File: src/rtl/osd_rect_writer.sv
// Rectangle-fill / clear-screen write engine for the 1-bit OSD frame buffer.
// Optional macro OSD_CLIP_EN clips rectangles to the visible area.
module osd_rect_writer #(
    parameter int H_RES  = 640,
    parameter int V_RES  = 480,
    parameter int ADDR_W = 19
) (
    input  logic              iCLK,
    input  logic              iRST,
    input  logic              iCMD_VALID,
    output logic              oCMD_READY,
    input  logic              iCMD_CLEAR,
    input  logic [9:0]        iCMD_X,
    input  logic [9:0]        iCMD_Y,
    input  logic [9:0]        iCMD_W,
    input  logic [9:0]        iCMD_H,
    input  logic              iCMD_COLOR,
    output logic              oWR_EN,
    output logic [ADDR_W-1:0] oWR_ADDR,
    output logic              oWR_DATA,
    input  logic              iWR_READY,
    output logic              oBUSY,
    output logic              oDONE
);

    typedef enum logic [1:0] {IDLE, SETUP, DRAW, DONE} state_t;

    localparam logic [9:0]        H_MAX  = 10'(H_RES);
    localparam logic [9:0]        V_MAX  = 10'(V_RES);
    localparam logic [ADDR_W-1:0] H_STEP = ADDR_W'(H_RES);

    state_t state, next_state;

    logic              clear_q;
    logic              color_q;
    logic [9:0]        x_q, y_q, w_q, h_q;
    logic [9:0]        cols_q, rows_q;
    logic [9:0]        col, row;
    logic [ADDR_W-1:0] row_base;

    logic [9:0]        setup_cols, setup_rows;
    logic [ADDR_W-1:0] setup_base;
    logic              setup_zero;
    logic              last_col, last_row;

    always_comb begin
        setup_base = ADDR_W'(y_q) * H_STEP + ADDR_W'(x_q);
        setup_cols = w_q;
        setup_rows = h_q;
        if (clear_q) begin
            setup_base = '0;
            setup_cols = H_MAX;
            setup_rows = V_MAX;
        end else begin
`ifdef OSD_CLIP_EN
            if (x_q >= H_MAX || y_q >= V_MAX) begin
                setup_cols = '0;
                setup_rows = '0;
            end else begin
                setup_cols = (w_q < H_MAX - x_q) ? w_q : H_MAX - x_q;
                setup_rows = (h_q < V_MAX - y_q) ? h_q : V_MAX - y_q;
            end
`else
            setup_cols = w_q;
            setup_rows = h_q;
`endif
        end
        setup_zero = (setup_cols == '0) || (setup_rows == '0);
    end

    assign last_col = (col == cols_q - 10'd1);
    assign last_row = (row == rows_q - 10'd1);

    always_ff @(posedge iCLK) begin
        if (iRST)
            state <= IDLE;
        else
            state <= next_state;
    end

    always_comb begin
        next_state = state;
        case (state)
            IDLE:    if (iCMD_VALID) next_state = SETUP;
            SETUP:   next_state = setup_zero ? DONE : DRAW;
            DRAW:    if (iWR_READY && last_col && last_row) next_state = DONE;
            DONE:    next_state = IDLE;
            default: next_state = IDLE;
        endcase
    end

    always_comb begin
        oCMD_READY = (state == IDLE);
        oBUSY      = (state != IDLE);
        oDONE      = (state == DONE);
        oWR_EN     = (state == DRAW);
        oWR_ADDR   = '0;
        oWR_DATA   = 1'b0;
        if (state == DRAW) begin
            oWR_ADDR = row_base + ADDR_W'(col);
            oWR_DATA = color_q;
        end
    end

    // Row stepping adds the stride so no multiplier is needed inside DRAW.
    always_ff @(posedge iCLK) begin
        if (iRST) begin
            clear_q  <= 1'b0;
            color_q  <= 1'b0;
            x_q      <= '0;
            y_q      <= '0;
            w_q      <= '0;
            h_q      <= '0;
            cols_q   <= '0;
            rows_q   <= '0;
            col      <= '0;
            row      <= '0;
            row_base <= '0;
        end else begin
            case (state)
                IDLE: begin
                    if (iCMD_VALID) begin
                        clear_q <= iCMD_CLEAR;
                        color_q <= iCMD_COLOR;
                        x_q     <= iCMD_X;
                        y_q     <= iCMD_Y;
                        w_q     <= iCMD_W;
                        h_q     <= iCMD_H;
                    end
                end
                SETUP: begin
                    row_base <= setup_base;
                    cols_q   <= setup_cols;
                    rows_q   <= setup_rows;
                    col      <= '0;
                    row      <= '0;
                end
                DRAW: begin
                    if (iWR_READY) begin
                        if (last_col) begin
                            col      <= '0;
                            row      <= row + 10'd1;
                            row_base <= row_base + H_STEP;
                        end else begin
                            col <= col + 10'd1;
                        end
                    end
                end
                default: ;
            endcase
        end
    end

endmodule
File: config.mk
export PLATFORM = sky130hd
export DESIGN_NAME = osd_rect_writer
export DESIGN_NICKNAME = d
export VERILOG_FILES = /design/src/rtl/osd_rect_writer.sv
export SDC_FILE = /design/constraint.sdc
export NUM_CORES = 1
export LEC_CHECK = 0
export CORE_AREA = 2 2 144 146
export DETAILED_ROUTE_END_ITERATION = 7
export DIE_AREA = 0 0 146 148
export SLEW_MARGIN = 5
export SYNTH_ARGS = -nofsm -noshare
export SYNTH_HDL_FRONTEND = slang
export SYNTH_SLANG_ARGS = --single-unit
File: constraint.sdc
create_clock -name iCLK -period 8.9 [get_ports iCLK]
set_clock_uncertainty 0.2 [all_clocks]
set_input_delay 2.225 -clock iCLK [delete_from_list [all_inputs] [get_ports iCLK]]
set_output_delay 2.225 -clock iCLK [all_outputs]
set_load 0.01 [all_outputs]
==> metrics.md <==
| Metric | Value |
|---|---|
| Final hold vios | 0 |
| Final min period | 6.55 ns |
| FILL cells | 2134 |
| Total negative setup slack | 0 ns |
| Sw Ratio | 41.6% |
| Sequential area share after synthesis | 32.8% |
| Pre-CTS setup slack | 2.82 ns |
| Starting Density | 31.4% |
| First-pass GRT wire length | 28100 µm |
| Resized cells post-CTS | 0 |
| Htree depth | 3 |
| Post-CTS Repair Setup Buffers | 0 |
| Final setup margin | 2.35 ns |
| #FFs+latches synth | 103 |
| CP Cell Sequence | ha_1 -> a21o_1 -> a21o_1 -> a2111oi_0 -> o311ai_1 -> a21oi_1 -> o31ai_1 -> a21oi_1 -> clkdlybuf4s50_1 |
| Reg power frac | 34.7% |
| Power Total | 1.81 mW |
| Net Switching | 0.753 mW |
| 1st-iter DRT viols | 403 |
| Slew Viols, Final | 0 |
| N_diodes | 0 |
| Final net count | 943 |
| RSZ-0062 raised after global routing | no |
| Fmax | 153 MHz |
| Register area | 2060 µm² |
| Leakage power | 2.76 nW |
| DRC | 0 |
| RePlAce Congestion | 0.802 |
| Clock Power Share | 23.0% |
| Relative slew slack | 36.6% |
| Number of global-route vias before repair | 5465 |
| Post-CTS Hold Buffers | 0 |
| Max incr delay on CP | 0.68 ns |
| Internal Power | 1.06 mW |
| Worst path slowest cell | a2111oi_0 |
| GRT overflow | 0 |
| Pwr/cell area | 241 nW/µm² |
| MaxCap Viol Count | 0 |
| Maximum fanout along the worst path | 8 |
| Area occupied by multi-input gates | 4000 µm² |
| CTS Buffer Depth | 2 |
| Worst Setup End Kind | primary output |
| Crit path launch type | register |
| DR WL/cell | 15.0 µm |
| Pin count of the biggest net entering global routing | 54 |
| Period utilization | 73.6% |
| CTS tree | yes |
| WL final | 17000 µm |
| # IOs | 70 |
| Final core occ | 37.5% |
| Final hold slack | 0.252 ns |
| Commonest cells post-synth | nand2_1 (124), dfxtp_1 (103), a21oi_1 (99) |
| Layout cells sized above 1 | 3.37% |
| Mapped Cells | 810 |
| Top cell type's share of synthesized area | 32.8% |
| Final count of negative-setup-slack endpoints | 0 |
| Worst EP arrival | 4.12 ns |
| Count leader, synth | nand2_1 |
| Synth unique cells | 62 |
| CTS clk-pin slew, worst paths | 0.07 ns |
| Die Y | 148 µm |
| Total of warnings raised by yosys | 0 |
| Status | complete, no violations |
| Avg Cell Area, Syn | 7.77 µm² |
| Synth-to-layout area growth | 19.3% |
| Number of synthesized flops with an enable pin | 0 |
| Via count | 5839 |
| Worst-margin pin slew | 0.949 ns |
| Die area | 21600 µm² |
| Core area | 20000 µm² |
| Num CTS Buffers | 9 |
| Max VDD drop | 0.130 mV |
| Die span in x | 146 µm |
| Synth Flop Type | dfxtp_1 |
| Final ANT Viol Nets | 0 |
| # rows | 52 |
| Logic pwr share | 42.3% |
| Area leader, netlist | dfxtp_1 |
| Port Buffers | 69 |
| Tot GR Track Use | 16.0% |
| Antenna violations before repair | 0 |
| Vias per cell | 5.16 |
| Syn_nets | 897 |
| Pre-antenna DRT Iters | 6 |
| Detail Placement HPWL | 12400 µm |
| Clock Sinks | 103 |
| Worst Path Buf+Inv | 1 |
| Synth Cell Area | 6290 µm² |
| Clk Tree Root Cell | clkbuf_16 |
| Largest delay share family, worst path | compound AO/OA/AOI/OAI gates |
| Crit path kind | reg2out |
| Top post-synthesis cells by area | dfxtp_1 (33%), a21oi_1 (7.9%), ha_1 (7.6%), nand2_1 (7.4%), xnor2_1 (4.2%) |
| Hold Crit Class | reg2reg |
| Share of flip-flops with an asynchronous set or reset | 0% |
| Critical Path RT | 6.48 ns |
| Clock latency on the worst-skew pair | 0.36 ns |
[registers in the layout, indices dropped and copies added (netlist names)]
| name | cells |
|---|---|
| w_q | 10 |
| rows_q | 10 |
| cols_q | 10 |
| state | 2 |
| y_q | 10 |
| row_base | 19 |
| h_q | 10 |
| clear_q | 1 |
| row | 10 |
| x_q | 10 |
| col | 10 |
| color_q | 1 |
[power by group through the flow]
stage	clock network, mW	logic [mW]	registers (mW)
after detailed placement	0	0.769	0.637
after floorplan	0	0.575	0.603
after global routing	0.450	0.857	0.640
final	0.416	0.765	0.628
after CTS	0.428	0.772	0.627
after global placement	0	0.763	0.636
[worst register-to-register path, cell delays in order (launching register included)]
cell and delay [ns]:
dfxtp_1 0.40, inv_1 0.08, ha_1 0.27, nor2b_1 0.15
or3_1 0.34, a31oi_1 0.20, and4b_1 0.50, a41oi_2 0.53
or3_1 0.52, a21oi_1 0.14
[cell usage in the layout (no fill, tap or decap), types with 22 or more instances in the layout]
cell             count
o21ai_0             24
a21oi_1             99
inv_1               22
nand3_1             34
nor2_1              64
xnor2_1             30
dfxtp_1            103
nand2_1            124
ha_1                38
clkdlybuf4s50_1     68
[layer usage]
metal  global-route usage (%)  wire length (µm)
met5                        0                 0
met4                     4.66               239
met3                     2.75               430
met2                     27.2              8160
met1                     20.9              8170
[cells by family (layout without fill, tap and decap cells)]
group                    count (synthesis)  in the layout  synth area share [%]
AND/OR/NAND/NOR                        334            334                  25.8
AO/OA/AOI/OAI                          218            218                  21.8
flip-flops                             103            103                  32.8
buffers and inverters                   61            112                  3.72
XOR/XNOR                                50             50                  6.96
adder cells (fa/ha/maj)                 41             41                  8.51
multiplexers                             3              3                 0.477
[worst paths after layout]
check                  from            to  slack (ns)  cells after the start
hold / removal      color_q       color_q        0.25                      2
hold reg to reg     color_q       color_q        0.25                      2
setup / recovery     col[1]  oWR_ADDR[15]        2.35                      9
setup reg to reg  cols_q[0]        row[3]        5.50                      9
[stage by stage]
step	area [µm²]	std cells
floorplan	6290	810
global placement	7200	1115
detailed placement	7200	1115
CTS	7510	1131
global route	7510	1131
finish	7510	1131
[cell type report]
class,instances,share of cell area [%]
Sequential cell,103,27.5
Clock inverter,6,1.02
Timing Repair Buffer,74,9.63
Inverter,22,1.10
Clock buffer,10,3.05
Multi-Input combinational cell,646,53.2
Tap cell,270,4.50
No activity file was read; power rests on OpenSTA's default activity.
